--- src/rtl/gf180mcu_osu_sc_gp9t3v3__clkdiv_if.sv ---
// Bundle of the divider's control and clock-output signals.
// master: the controlling block (drives EN/DIV, observes Y/TICK/ACK).
// slave:  the divider itself.
`timescale 1ns/10ps

interface gf180mcu_osu_sc_gp9t3v3__clkdiv_if #(
  parameter int unsigned WIDTH = 4
);
  logic             EN;
  logic [WIDTH-1:0] DIV;
  logic             Y;
  logic             TICK;
  logic             ACK;

  modport master (
    output EN,
    output DIV,
    input  Y,
    input  TICK,
    input  ACK
  );

  modport slave (
    input  EN,
    input  DIV,
    output Y,
    output TICK,
    output ACK
  );
endinterface

--- src/rtl/gf180mcu_osu_sc_gp9t3v3__clkdiv.sv ---
// Programmable glitch-free clock divider.
// Output period is 2*(DIV+1) CLK cycles at 50 % duty. A new ratio is latched
// only on the falling toggle, and stopping while Y is high drains the current
// high phase so no truncated pulse is ever produced (reset excepted).
// Optional feature macro: GF180MCU_OSU_SC_CLKDIV_SYNC_EN -- when defined, EN
// passes through a two-flop synchronizer and is seen two edges late.
`timescale 1ns/10ps

module gf180mcu_osu_sc_gp9t3v3__clkdiv #(
  parameter int unsigned WIDTH = 4
) (
  input  logic CLK,
  input  logic R,
  gf180mcu_osu_sc_gp9t3v3__clkdiv_if.slave bus
);

  typedef enum logic [1:0] {
    IDLE  = 2'b00,
    RUN   = 2'b01,
    DRAIN = 2'b10
  } state_t;

  state_t           state_q, state_d;
  logic [WIDTH-1:0] cnt_q, cnt_d;
  logic [WIDTH-1:0] div_q, div_d;
  logic             y_q, y_d;
  logic             tick_q, tick_d;
  logic             ack_q, ack_d;
  logic             en_s;
  logic             wrap;

`ifdef GF180MCU_OSU_SC_CLKDIV_SYNC_EN
  logic [1:0] sync_q;

  // Two-flop synchronizer for an EN that may be asynchronous to CLK
  always_ff @(posedge CLK or posedge R) begin
    if (R) begin
      sync_q <= '0;
    end else begin
      sync_q <= {sync_q[0], bus.EN};
    end
  end

  assign en_s = sync_q[1];
`else
  assign en_s = bus.EN;
`endif

  assign wrap = (cnt_q == div_q);

  // Next-state, counter, ratio latch and output decode
  always_comb begin
    state_d = state_q;
    cnt_d   = cnt_q;
    div_d   = div_q;
    y_d     = y_q;
    tick_d  = 1'b0;

    unique case (state_q)
      IDLE: begin
        y_d   = 1'b0;
        cnt_d = '0;
        if (en_s) begin
          state_d = RUN;
          div_d   = bus.DIV;
        end
      end

      RUN: begin
        if (!en_s && !y_q) begin
          // Stopping while low: leave before any pending rise can happen.
          state_d = IDLE;
          cnt_d   = '0;
        end else begin
          // Stopping while high keeps counting so the high phase completes.
          if (!en_s) begin
            state_d = DRAIN;
          end
          if (!wrap) begin
            cnt_d = cnt_q + WIDTH'(1);
          end else begin
            cnt_d = '0;
            y_d   = ~y_q;
            if (!y_q) begin
              tick_d = 1'b1;
            end else begin
              div_d = bus.DIV;
            end
          end
        end
      end

      DRAIN: begin
        if (!y_q) begin
          state_d = IDLE;
          cnt_d   = '0;
        end else if (!wrap) begin
          cnt_d = cnt_q + WIDTH'(1);
        end else begin
          cnt_d = '0;
          y_d   = 1'b0;
        end
      end

      default: begin
        state_d = IDLE;
        cnt_d   = '0;
        y_d     = 1'b0;
      end
    endcase

    ack_d = (state_d != IDLE);
  end

  // State and output registers, cleared asynchronously by R
  always_ff @(posedge CLK or posedge R) begin
    if (R) begin
      state_q <= IDLE;
      cnt_q   <= '0;
      div_q   <= '0;
      y_q     <= 1'b0;
      tick_q  <= 1'b0;
      ack_q   <= 1'b0;
    end else begin
      state_q <= state_d;
      cnt_q   <= cnt_d;
      div_q   <= div_d;
      y_q     <= y_d;
      tick_q  <= tick_d;
      ack_q   <= ack_d;
    end
  end

  assign bus.Y    = y_q;
  assign bus.TICK = tick_q;
  assign bus.ACK  = ack_q;

endmodule

--- src/flat_wrapper.sv ---
// flat-port wrapper written by rule: the top's interface ports become plain ports
module gf180mcu_osu_sc_gp9t3v3__clkdiv_flat 
#(
  parameter int unsigned WIDTH = 4
)
  (CLK, R, bus_EN, bus_DIV, bus_Y, bus_TICK, bus_ACK);
  gf180mcu_osu_sc_gp9t3v3__clkdiv_if #(.WIDTH(WIDTH)) bus_i ();
  input  logic CLK;
  input  logic R;
  input wire logic [$bits(bus_i.EN)-1:0] bus_EN;
  input wire logic [$bits(bus_i.DIV)-1:0] bus_DIV;
  output wire logic [$bits(bus_i.Y)-1:0] bus_Y;
  output wire logic [$bits(bus_i.TICK)-1:0] bus_TICK;
  output wire logic [$bits(bus_i.ACK)-1:0] bus_ACK;
  assign bus_i.EN = bus_EN;
  assign bus_i.DIV = bus_DIV;
  assign bus_Y = bus_i.Y;
  assign bus_TICK = bus_i.TICK;
  assign bus_ACK = bus_i.ACK;
  gf180mcu_osu_sc_gp9t3v3__clkdiv #(.WIDTH(WIDTH)) u_core (.CLK(CLK), .R(R), .bus(bus_i));
endmodule
--- config.mk ---
export PLATFORM = sky130hd
export DESIGN_NAME = gf180mcu_osu_sc_gp9t3v3__clkdiv_flat
export DESIGN_NICKNAME = d
export VERILOG_FILES = /design/src/rtl/gf180mcu_osu_sc_gp9t3v3__clkdiv_if.sv /design/src/rtl/gf180mcu_osu_sc_gp9t3v3__clkdiv.sv /design/src/flat_wrapper.sv
export SDC_FILE = /design/constraint.sdc
export NUM_CORES = 1
export LEC_CHECK = 0
export BUFFER_PORTS_ARGS = -buffer_cell sky130_fd_sc_hd__buf_4
export CORE_MARGIN = 1
export CORE_UTILIZATION = 55
export CTS_CLUSTER_DIAMETER = 200
export CTS_CLUSTER_SIZE = 14
export DETAILED_ROUTE_END_ITERATION = 6
export GPL_ROUTABILITY_DRIVEN = 0
export GPL_TIMING_DRIVEN = 0
export PLACE_DENSITY = 0.87
export SETUP_SLACK_MARGIN = 0.05
export SLEW_MARGIN = 10
export SYNTH_ARGS = -nofsm -noshare
export SYNTH_HDL_FRONTEND = slang
export SYNTH_SLANG_ARGS = --single-unit
--- constraint.sdc ---
create_clock -name CLK -period 1.8 [get_ports CLK]
set_input_delay 0 -clock CLK [delete_from_list [all_inputs] [get_ports CLK]]
set_output_delay 0 -clock CLK [all_outputs]
set_load 0.005 [all_outputs]
Word-level counts from Yosys, hierarchy flattened
Index checks and enable logic that the tools add are counted.

operators by class
  add/sub/neg operators = 1
  equality and inequality tests = 7
  multiplexer cells = 23
  bitwise gates (word level) = 1
  reduce and logical (&&, ||, !) cells = 8

operator list
  kind                   count
  $mux W4                7
  $pmux W4 S2            2
  $mux W1                8
  $mux W2                4
  $pmux W2 S3            1
  $reduce_and A5 Y1      1
  $add A4 B1 Y4 const B  1
  $eq A4 B4 Y1           1
  $ne A2 B1 Y1 const B   2
  $ne A2 B2 Y1 const B   2
  $reduce_bool A2 Y1     2
  $eq A2 B1 Y1 const B   1
  $eq A2 B2 Y1 const B   1
  $logic_not A1 Y1       2
  $logic_not A2 Y1       1
  $pmux W1 S2            1
  $reduce_and A2 Y1      1
  $logic_and A1 B1 Y1    1
  $not A1 Y1             1

storage, ports and cells
  register bits after elaboration = 13
  input port bits = 7
  output and inout bits = 3
  word-level logic and storage cells = 46

Longest topological paths before layout
  word-level depth = 5
  mapped depth = 7
  gate-level depth less buffers = 6

Worst setup path before layout
OpenSTA, ideal clock, no wires.

  path type = reg2reg
  from = register u_core.state_q[0]
  to = register u_core.div_q[3]
  setup time = 126 ps
  arrival time = 1456 ps
  required time = 1674 ps
  path slack = 218 ps
  cell stages (with the launch flop) = 8
  path buffers = 1
  clock period less this slack = 1582 ps
  cell sequence = dfrtp_1 inv_1 ha_1 buf_6 mux2_4 nand3_1 mux2i_1 a221o_1

between the ends
  longest elaborated chain between the ends = 3
  elaborated cells between the ends (all ways) = 9
  those cells by class = 5 x eq/ne; 1 x mux; 3 x reduce/logical

ends and longest elaborated chain
  item                                                  line                                    text
  start, declared                                       gf180mcu_osu_sc_gp9t3v3__clkdiv.sv:23   state_t state_q, state_d;
  start signal, assigned                                gf180mcu_osu_sc_gp9t3v3__clkdiv.sv:125  state_q <= state_d;
  $eq A2 B1 Y1 or $logic_not A2 Y1 (tied branches)      gf180mcu_osu_sc_gp9t3v3__clkdiv.sv:59   unique case (state_q)
  $ne A2 B1 Y1 (no line), or another cell as far along  --
  $reduce_and A5 Y1 (no line)                           --
  end signal, assigned                                  gf180mcu_osu_sc_gp9t3v3__clkdiv.sv:127  div_q <= div_d;
  end, declared                                         gf180mcu_osu_sc_gp9t3v3__clkdiv.sv:25   logic [WIDTH-1:0] div_q, div_d;

Several ways; a longest one is shown, not always the timed one.
A chain may end at the register's enable or synchronous reset.

Final worst setup path
  from = register u_core.state_q[1]
  to = register u_core.div_q[2]

Same word-level chain as after synthesis.

==> results_dict.tcl <==
set metrics [dict create \
    synth_xor_xnor_area_share_pct 6.442 \
    chipHeight_um 40.51 \
    synth_area_sq_um 815.8 \
    r2r_slack_ns 0.10 \
    finalSetupViolations 0 \
    io_pins 10 \
    drcViolationCount 0 \
    hold_start "bus_EN" \
    maxSlewViolCount 0 \
    drtIter0Drc 21 \
    place_area_sq_um 894.6 \
    root_buffer "clkbuf_4" \
    irDropWorstVdd_mv 0.6216 \
    leakage_uw 0.0004795 \
    port_buffers 8 \
    path_max_fanout 8 \
    yosysSeqAreaShare_pct 39.88 \
    crit_path_end_kind "flip-flop" \
    vias 659 \
    synth_simple_gate_area_share_pct 17.64 \
    power.density_nw_per_um2 1235 \
    grt_antenna_before_repair 0 \
    stdcell_area_sq_um 932.1 \
    grt_overflow 0 \
    required_ns 1.97 \
    synth.ff_latch_count 13 \
    cp_top_family "flip-flops" \
    final_util_pct 69.89 \
    worstPathCellList "inv_1 > ha_1 > buf_6 > mux2_4 > nand3_1 > mux2i_1 > a221o_1" \
    firstDrtPassIters 4 \
    ant_nets 0 \
    fillers 105 \
    ys_types 22 \
    hold_viol_final 0 \
    hold_depth 3 \
    hp-class "primary input to flip-flop" \
    tns_ns 0 \
    fp.dieW_um 40.51 \
    skew_ns 0.005607 \
    hold_end "u_core.bus.Y" \
    rr_endpoint "u_core.div_q[2]" \
    synthAdderAreaFrac_pct 7.669 \
    numClockSinks 13 \
    cts_tree "built" \
    finalNetCount 114 \
    worst-slew-pin-transition_ns 0.4960 \
    cts-root-to-sink-buffers 2 \
    finalCritPeriodShare_pct 94.22 \
    synthMuxAreaShare_pct 7.975 \
    core_area_sq_um 1334 \
    drv_cap 0 \
    cp.arrival_ns 1.86 \
    grt_max_degree 14 \
    syn_to_final_growth_pct 14.26 \
    dieArea_sq_um 1641 \
    slew_headroom_pct 66.90 \
    drive_gt1_share_pct 18.81 \
    grt_usage_pct 23.07 \
    grt_pass1_vias 623 \
    clock_latency_ns 0.28 \
    synth_top_family_by_area "simple AND/OR/NAND/NOR gates" \
    initial_core_util_pct 61.16 \
    crit_buf_inv 2 \
    setup.worst_path.class "flip-flop to flip-flop" \
    hpwl_mm 1.187 \
    rsz0062_at_grt "false" \
    n_antenna_cell 0 \
    fmax_ghz 0.5896 \
    synth_compound_area_share_pct 13.50 \
    syn_inst 88 \
    vias_per_cell 5.681 \
    wirelength_mm 1.574 \
    avgSynthCellArea_sq_um 9.270 \
    status "finished, final reports clean" \
    wl_per_cell_um 13.57 \
    clkTransAtPathRegs_ns 0.08 \
    r2r_cells 7 \
    postCtsSetupRepairBufs 0 \
    htreeDepth 1 \
    start_kind "flip-flop" \
    fin_crit_ns 1.696 \
    slowest_delay_ns 0.43 \
    reg2reg_from "u_core.state_q[1]" \
    row_count 13 \
    slowest_stage "dfrtp_1" \
    yosys_warnings 0 \
    grt_pass1_wl_mm 2.477 \
    synth.net_count 100 \
    cts_inserted_buffers 3 \
]
-- cells in the mapped netlist --
cell type   n  area share (%)
dfrtp_1    13              40
nand2_1    12             5.5
inv_1       8             3.7
nand3_1     8             4.9
nor2_1      7             3.2
ha_1        5             7.7
mux2i_1     5             6.1
o21ai_0     5             3.1
xnor2_1     5             5.4
a221o_1     4             4.9
a21oi_1     3             1.8
buf_2       3             1.8
a21o_1      1            0.92
a22oi_1     1            0.92
buf_6       1             1.4
mux2_4      1             1.8
nand4_4     1             2.6
nor2b_1     1            0.77
nor3_1      1            0.61
o21a_1      1            0.92
o31ai_1     1            0.92
xor2_1      1             1.1
-- report_power, final --
part	switching (uW)	internal (uW)	total (uW)
combinational	281	252	533
clock	96.6	85.9	182
sequential	75.3	361	436
-- routing by layer --
metal	track usage, %	wire length, um
met3	6.667	56
met5	0	0
met4	5.000	11
met1	25.43	682
met2	42.86	824
-- layout by cell type, fill, tap and decap left out, drive strengths merged, types with 3 or more instances in the layout --
| master | n |
|---|---|
| ha | 5 |
| dfrtp | 13 |
| xnor2 | 5 |
| nand2 | 12 |
| clkbuf | 4 |
| a221o | 4 |
| a21oi | 3 |
| o21ai | 5 |
| nor2 | 7 |
| buf | 12 |
| mux2i | 5 |
| nand3 | 8 |
| inv | 8 |
-- how the worst max path moves through the flow --
stage	start	to	slack [ns]	depth (start not counted)
2_1_floorplan	u_core.state_q[0]	u_core.div_q[3]	0.22	7
3_3_place_gp	u_core.state_q[0]	u_core.div_q[0]	0.13	7
3_5_place_dp	u_core.state_q[0]	u_core.div_q[2]	0.08	7
4_1_cts	u_core.state_q[0]	u_core.div_q[2]	0.08	7
5_1_grt	u_core.state_q[1]	u_core.div_q[2]	0.05	7
6_report	u_core.state_q[1]	u_core.div_q[2]	0.10	7
-- cell type report --
cell class	instances	area, sq um	share of cell area [%]
multi-input combinational	63	434.2	46.58
clock buffer	4	26.28	2.819
buffer	4	26.28	2.819
timing repair buffer	9	70.07	7.517
inverter	8	30.03	3.221
tap	15	18.77	2.013
sequential	13	326.6	35.03
-- repair_timing --
action | 4_1_cts | 5_1_grt
hold buffers | 1 | 0
endpoints found under the hold margin | 13 | 0
endpoints found under the setup margin | 0 | 4
resized for setup | 0 | 2
-- tightest hold or removal path, delay by kind of cell --
kind | cells | cell delay, ns
buf+inv | 1 | 0.16
compound gates | 1 | 0.06
simple gates | 1 | 0.08
-- state kept, by name, indices dropped and copies added (netlist names) --
register,flops
u_core.state_q,2
u_core.bus.ACK,1
u_core.bus.Y,1
u_core.cnt_q,4
u_core.div_q,4
u_core.bus.TICK,1
-- kinds of logic (layout without fill, tap and decap cells) --
| logic type | Yosys count | in the layout |
|---|---|---|
| multiplexers | 6 | 6 |
| flip-flops | 13 | 13 |
| buffers and inverters | 12 | 25 |
| AO/OA/AOI/OAI | 16 | 16 |
| XOR/XNOR | 6 | 6 |
| AND/OR/NAND/NOR | 30 | 30 |
| adder cells (fa/ha/maj) | 5 | 5 |
-- through the flow --
| stage | total power, uW | cells | setup slack, ns | hold slack [ns] |
|---|---|---|---|---|
| floorplan | 842.9 | 88 | 0.2180 | -0.1230 |
| global placement | 938.6 | 111 | 0.1272 | 0.05456 |
| detailed placement | 967.4 | 111 | 0.08472 | 0.05804 |
| CTS | 1155 | 116 | 0.07687 | 0.04391 |
| global route | 1242 | 116 | 0.05230 | 0.07148 |
| finish | 1152 | 116 | 0.1040 | 0.05494 |
Power figures use the tool's default switching activity.
